### config.mk
export PLATFORM = sky130hd
export DESIGN_NAME = dmem_ctrl
export DESIGN_NICKNAME = d
export VERILOG_FILES = /design/src/rtl/dmem_ctrl.sv
export SDC_FILE = /design/constraint.sdc
export NUM_CORES = 1
export LEC_CHECK = 0
export CORE_AREA = 2 2 110 112
export CTS_CLUSTER_DIAMETER = 150
export DETAILED_ROUTE_END_ITERATION = 8
export DIE_AREA = 0 0 112 114
export DONT_BUFFER_PORTS = 1
export GPL_TIMING_DRIVEN = 0
export PLACE_DENSITY_LB_ADDON = 0.12
export SLEW_MARGIN = 20
export SYNTH_ARGS = -nofsm -noshare
export SYNTH_HDL_FRONTEND = slang
export SYNTH_SLANG_ARGS = --single-unit
### constraint.sdc
create_clock -name i_clk -period 1.7 [get_ports i_clk]
set_input_delay 0.085 -clock i_clk [delete_from_list [all_inputs] [get_ports i_clk]]
set_output_delay 0.085 -clock i_clk [all_outputs]
set_load 0.02 [all_outputs]
### src/rtl/dmem_ctrl.sv
// Data-memory controller: byte/half/word loads and stores over a req/ack bus.
// Ports: i_dmem_* from memory stage, o_dmem_rdata/o_stall/o_fault back, o_bus_*/i_bus_* to memory bus.
module dmem_ctrl #(
  parameter int TIMEOUT_CYCLES = 255
) (
  input  logic        i_clk,
  input  logic        i_rst,
  input  logic [31:0] i_dmem_addr,
  input  logic [31:0] i_dmem_wdata,
  input  logic        i_dmem_write,
  input  logic        i_dmem_read,
  input  logic        i_dmem_rdu,
  input  logic        i_dmem_byte,
  input  logic        i_dmem_hwrd,
  output logic [31:0] o_dmem_rdata,
  output logic        o_stall,
  output logic        o_fault,
  output logic        o_bus_req,
  output logic        o_bus_we,
  output logic [29:0] o_bus_addr,
  output logic [3:0]  o_bus_be,
  output logic [31:0] o_bus_wdata,
  input  logic        i_bus_ack,
  input  logic [31:0] i_bus_rdata
);

  localparam int CW = $clog2(TIMEOUT_CYCLES + 1);
  localparam logic [CW-1:0] CNT_LAST = CW'(TIMEOUT_CYCLES - 1);

  typedef enum logic [1:0] {IDLE, BUS, DONE} state_t;

  state_t      state;
  logic [29:0] addr_q;
  logic [1:0]  off_q;
  logic [3:0]  be_q;
  logic [31:0] wdata_q;
  logic        we_q;
  logic        rdu_q;
  logic        byte_q;
  logic        hwrd_q;
  logic [CW-1:0] cnt;
  logic        fault_q;
  logic [31:0] rdata_q;

  logic        access;
  logic        sz_b;
  logic        sz_h;
  logic        sz_w;
  logic        mis;
  logic [3:0]  be_in;
  logic [31:0] wd_in;
  logic [31:0] ld_fmt;

  assign access = i_dmem_read | i_dmem_write;
  assign sz_b   = i_dmem_byte;
  assign sz_h   = ~i_dmem_byte & i_dmem_hwrd;
  assign sz_w   = ~i_dmem_byte & ~i_dmem_hwrd;
  assign mis    = access & ((sz_h & i_dmem_addr[0]) |
                            (sz_w & (|i_dmem_addr[1:0])));

  // Loads fetch the full word; lane selection happens on the way back.
  always_comb begin
    be_in = 4'b1111;
    wd_in = i_dmem_wdata;
    unique case (1'b1)
      sz_b: begin
        wd_in = {4{i_dmem_wdata[7:0]}};
        if (i_dmem_write) be_in = 4'b0001 << i_dmem_addr[1:0];
      end
      sz_h: begin
        wd_in = {2{i_dmem_wdata[15:0]}};
        if (i_dmem_write) be_in = i_dmem_addr[1] ? 4'b1100 : 4'b0011;
      end
      default: ;
    endcase
  end

  logic [7:0]  ld_b;
  logic [15:0] ld_h;

  always_comb begin
    ld_b   = i_bus_rdata[{off_q, 3'b000} +: 8];
    ld_h   = off_q[1] ? i_bus_rdata[31:16] : i_bus_rdata[15:0];
    ld_fmt = i_bus_rdata;
    if (byte_q)
      ld_fmt = {{24{~rdu_q & ld_b[7]}}, ld_b};
    else if (hwrd_q)
      ld_fmt = {{16{~rdu_q & ld_h[15]}}, ld_h};
  end

  always_ff @(posedge i_clk) begin
    if (i_rst) begin
      state   <= IDLE;
      addr_q  <= '0;
      off_q   <= '0;
      be_q    <= '0;
      wdata_q <= '0;
      we_q    <= 1'b0;
      rdu_q   <= 1'b0;
      byte_q  <= 1'b0;
      hwrd_q  <= 1'b0;
      cnt     <= '0;
      fault_q <= 1'b0;
      rdata_q <= '0;
    end else begin
      unique case (state)
        IDLE: begin
          if (access && !mis) begin
            addr_q  <= i_dmem_addr[31:2];
            off_q   <= i_dmem_addr[1:0];
            be_q    <= be_in;
            wdata_q <= wd_in;
            we_q    <= i_dmem_write;
            rdu_q   <= i_dmem_rdu;
            byte_q  <= i_dmem_byte;
            hwrd_q  <= i_dmem_hwrd;
            cnt     <= '0;
            fault_q <= 1'b0;
            state   <= BUS;
          end else if (mis) begin
            rdata_q <= '0;
          end
        end
        BUS: begin
          if (i_bus_ack) begin
            // Stores hand back the raw bus word; the stage ignores it.
            rdata_q <= we_q ? i_bus_rdata : ld_fmt;
            fault_q <= 1'b0;
            cnt     <= '0;
            state   <= DONE;
          end else if (cnt == CNT_LAST) begin
            rdata_q <= '0;
            fault_q <= 1'b1;
            cnt     <= '0;
            state   <= DONE;
          end else begin
            cnt <= cnt + 1'b1;
          end
        end
        DONE: begin
          fault_q <= 1'b0;
          state   <= IDLE;
        end
        default: state <= IDLE;
      endcase
    end
  end

  logic in_bus;
  logic in_idle;

  assign in_bus  = (state == BUS);
  assign in_idle = (state == IDLE);

  assign o_bus_req    = in_bus;
  assign o_bus_we     = in_bus & we_q;
  assign o_bus_addr   = in_bus ? addr_q : '0;
  assign o_bus_be     = in_bus ? be_q : '0;
  assign o_bus_wdata  = in_bus ? wdata_q : '0;
  assign o_stall      = in_bus | (in_idle & access & ~mis);
  assign o_fault      = (in_idle & mis) | ((state == DONE) & fault_q);
  assign o_dmem_rdata = (in_idle & mis) ? '0 : rdata_q;

endmodule

Word-level counts from Yosys, hierarchy flattened:

Cells that the tools add are included.

* logic and storage cells: 83
* output and inout bits: 102
* bits of input ports: 104
* register bits after elaboration: 115

* mux-type cells: 30
* equality and inequality tests: 7
* shifts and indexed selects: 2
* reductions and logical operators: 11
* add/subtract/negate cells: 1
* bitwise gates (word level): 20

Operators by type and width (count)
* two-way mux 32 bit: 9
* case mux 32 bit (2 select lines): 2
* variable part select 32 x 6 -> 8 bit: 1
* two-way mux 30 bit: 1
* two-way mux 8 bit: 3
* two-way mux 16 bit: 1
* two-way mux 4 bit: 4
* case mux 8 bit (2 select lines): 1
* bitwise AND 1 bit: 12
* adder 8 x 1 -> 8 bit, second input constant: 1
* == test 8 bit, second input constant: 1
* case mux 4 bit (2 select lines): 1
* two-way mux 2 bit: 3
* AND reduction 2 bit: 3
* != test 2 bit, second input constant: 2
* NOT 1 bit: 4
* bitwise OR 1 bit: 4
* case mux 2 bit (2 select lines): 1
* AND reduction 4 bit: 1
* << shifter 1 x 2 -> 4 bit, first input constant: 1
* two-way mux 1 bit: 3
* != test 3 x 2 -> 1 bit, second input constant: 1
* case mux 1 bit (3 select lines): 1
* AND reduction 3 bit: 1
* 9 further kinds: 9

Depth between registers and ports, before layout:

* depth after elaboration: 9
* mapped depth: 8
* mapped depth without buffers: 7

Least setup slack after synthesis:

No wires, ideal clock.

* kind: reg2reg
* from: register cnt[0]
* to: register rdata_q[15]
* path slack: 0.170 ns
* setup time: 0.061 ns
* stages on the path, launching flop included: 7
* buffers on the path: 1
* data required time: 1.639 ns
* arrival: 1.469 ns
* period minus slack after synthesis: 1.530 ns
* cells stage by stage: dfxtp_1 inv_1 ha_1 a41oi_1 a32o_1 buf_2 a32o_1

* longest elaborated chain between the ends: 3

Ends and longest elaborated chain
* from (decl): line 41 `logic [CW-1:0] cnt;`
* from (signal assigned): line 137 `cnt <= cnt + 1'b1;`
* == test 8 bit: line 131 `end else if (cnt == CNT_LAST) begin`
* != test 3 x 2 -> 1 bit (no line)
* AND reduction 4 bit (no line)
* to (signal assigned): line 127 `rdata_q <= we_q ? i_bus_rdata : ld_fmt;`
* to (decl): line 43 `logic [31:0] rdata_q;`

No other way between the ends.
A chain may end at the register's enable or synchronous reset.

Worst setup path after layout:

* from: register off_q[0]
* to: register rdata_q[15]

* longest elaborated chain between the ends: 6

Ends and longest elaborated chain
* from (decl): line 34 `logic [1:0] off_q;`
* from (signal assigned): line 110 `off_q <= i_dmem_addr[1:0];`
* variable part select 32 x 6 -> 8 bit: line 82 `ld_b = i_bus_rdata[{off_q, 3'b000} +: 8];`
* bitwise AND 1 bit: line 86 `ld_fmt = {{24{~rdu_q & ld_b[7]}}, ld_b};`
* two-way mux 32 bit: line 85 `if (byte_q)`
* two-way mux 32 bit: line 127
* two-way mux 32 bit: line 125 `if (i_bus_ack) begin`
* case mux 32 bit (2 select lines): line 106 `unique case (state)`

No other way between the ends.

==> impl_results.md <==
* Pwr dens at roughly 1000 nW/um^2
* DIE HEIGHT at 114 um
* CTS max path bufs at 2
* Total power at 0.00874 W
* Clk sinks at roughly 120
* I/O pins at 206
* Root buf cell: clkbuf_16
* Final hold vios at 0
* Yosys reg bits at 115
* Largest net degree at the start of global routing at 17
* Max incr delay on CP at 0.33 ns
* Vias in the first global route at between 6000 and 7000
* EDFF count, synth at 0
* Diodes inserted at 0
* DIE WIDTH at 112 um
* Syn_area_per_cell at 7.92 um^2
* Nets at around 990
* Final Cycle Share at 0.993
* CTS tree: yes
* Vias at between 6000 and 7000
* Num CTS Buffers at 17
* Slew headroom at 0.506
* First-pass GRT wire length at 31100 um
* Slew at the pin closest to its max-slew limit at 0.742 ns
* Synth-to-layout area growth at 39.6%
* Most common cell in the netlist: nand2_1
* Initial Util at 0.516
* Mapped Nets at roughly 870
* CP Launch Point: off_q[0]
* Tot GR Track Use at 0.309
* Post-synth ARST share at 0
* Worst skew pair latency at 0.41 ns
* Total die area at approximately 13000 um^2
* Worst hold path type: input port to flop
* Sequential fraction of the synthesis area at 0.381
* Clk pin slew, worst setup/hold paths at 0.05 ns
* Num rows at 40
* Port Buf Inserts at 0
* Final Max Tran Viols at 0
* FMAX at between 500 and 600 MHz
* H-Tree Depth at 4
* DR iter-0 viols at 550
* Cell taking the most area after synthesis: dfxtp_1
* Initial antenna violation count at 0
* Sum Neg Setup Slack at 0 ns
* Required time worst endpoint at 2.00 ns
* Post-DP HPWL at 13000 um
* DR vias/cell at 5.87
* Crit path launch type: flop
* R2r startpoint: off_q[0]
* Top cells by count, synth: nand2_1 (151), dfxtp_1 (115), and2_1 (100), a21oi_1 (75), nor2_1 (66)
* Final wirelength at 20500 um
* TritonRoute pass-1 iters at 5
* Post-synth top area share at 0.381
* Layout filler cell count at 876
* Core Footprint at ~12000 um^2
* CP Capture Type: flop
* Final Wtd Congestion at 0.901
* Top_reg_cell synth: dfxtp_1
* DRC viols at 0
* Worst path slowest cell: dfxtp_1
* Peak VDD IR at 852 uV
* Static Leak at 3.40 nW
* Cells taking the most area after synthesis: dfxtp_1 (38%), and2_1 (10%), nand2_1 (9.4%), a21oi_1 (6.2%), nor2_1 (4.1%)
* RSZ-0062 raised after global routing: true
* Clock Skew at 0.00620 ns
* Antenna-violating nets left at 0
* Final min period at 1.69 ns
* Max-Cap Viols at 0
* Area of the multi-input gates at 3730 um^2
* Final setup vio count at 0
* Min-delay src: i_bus_ack
* Mapped Area at between 6000 and 7000 um^2
* Syn Inst Count at 763
* Worst hold slack at 0.00540 ns
* Status: finished clean
* Crit Path Max Fanout at 10
* Register area at 2310 um^2
* Grt total ovfl at 0
* Critical Path AT at 1.99 ns
* Critical path type: flop to flop
* Count of cell types in the netlist at 52
* Layout cells sized above 1 at 0.266
* Critical path, cell by cell: buf_8, mux2i_2, mux2i_1, a21oi_1, nor2_2, a32o_1
* Synthesis warning total at 0
* WL/cell at 19.6 um
==> what timing repair did <==
item | 4_1_cts | 5_1_grt
buffers inserted | 2 | 8
hold endpoints to repair | 103 | 0
cloned | 1 | 4
hold buffers | 91 | 0
gates resized for setup | 226 | 56
pin swaps | 3 | 9
setup endpoints to repair | 140 | 136
==> flip-flops by register name, indices dropped and copies added (netlist names) <==
signal   cells
state        2
be_q         4
cnt          8
byte_q       1
off_q        2
fault_q      1
rdata_q     32
wdata_q     32
hwrd_q       1
we_q         1
addr_q      30
rdu_q        1
==> worst paths after layout <==
kind / end / slack [ns] / cells after the start
worst min register to register: rdata_q[0] / 0.43 / 2
worst max-delay path: rdata_q[15] / 0.01 / 6
worst max register to register: rdata_q[15] / 0.01 / 6
worst min-delay path: rdata_q[24] / 0.005 / 4
==> cells by family (layout without fill, tap and decap cells) <==
kind of cell,after synthesis,after routing,share of synthesized area
AND/OR/NAND/NOR,372,372,0.301
XOR/XNOR,1,1,0.00145
flip-flops,115,115,0.381
AO/OA/AOI/OAI,172,172,0.196
buffers and inverters,74,208,0.0573
adder cells (fa/ha/maj),2,2,0.00414
multiplexers,27,27,0.0592
==> metrics by stage <==
step	instances	instance area (um^2)	setup slack [ns]	util
after floorplan	763	6040	0.170	-
after global placement	910	6230	-0.171	0.532
after detailed placement	910	6230	-0.171	0.532
after CTS	1034	8220	-0.00607	0.702
after global routing	1044	8440	-0.0281	0.721
final	1044	8440	0.0122	0.721
==> layout make-up <==
class	instances	area share
Timing Repair Buffer	106	0.124
Buffer	57	0.0553
Clock inverter	10	0.0212
Multi-Input combinational cell	574	0.442
Tap cell	147	0.0218
Sequential cell	115	0.274
Clock buffer	20	0.0553
Inverter	15	0.00667
==> metal layers <==
metal	track usage	share of wire	vias to the layer above	wire [um]
li1	-	-	2832	-
met1	0.372	0.40	2870	8180
met2	0.519	0.48	345	9860
met3	0.0914	0.084	82	1720
met4	0.130	0.036	0	742
met5	0	0	-	0
==> worst max-delay path: cells and delay by family, from the launching register on <==
family / cells / cell delay [ns]
flip-flops: 1 / 0.33
buffers and inverters: 1 / 0.18
AO/OA/AOI/OAI: 2 / 0.52
AND/OR/NAND/NOR: 1 / 0.14
multiplexers: 2 / 0.40
==> report_power, final <==
part	internal, W	total, W	switching [W]
combinational	0.000778	0.00176	0.000981
clock	0.00269	0.00395	0.00126
sequential	0.00290	0.00303	0.000127
==> cell usage in the layout, fill, tap and decap left out, types with 9 or more instances in the layout <==
cell and instances:
a211oi_2 10, a21oi_1 73, a32o_1 9, and2_4 97
buf_2 17, buf_4 18, buf_8 9, clkbuf_1 12
clkbuf_16 20, dfxtp_1 109, dlygate4sd3_1 91, inv_1 15
mux2i_1 18, nand2_1 151, nand2b_1 28, nor2_1 64
o21ai_0 15, o21ai_1 20, o22ai_1 9
Power figures use the tool's default switching activity.
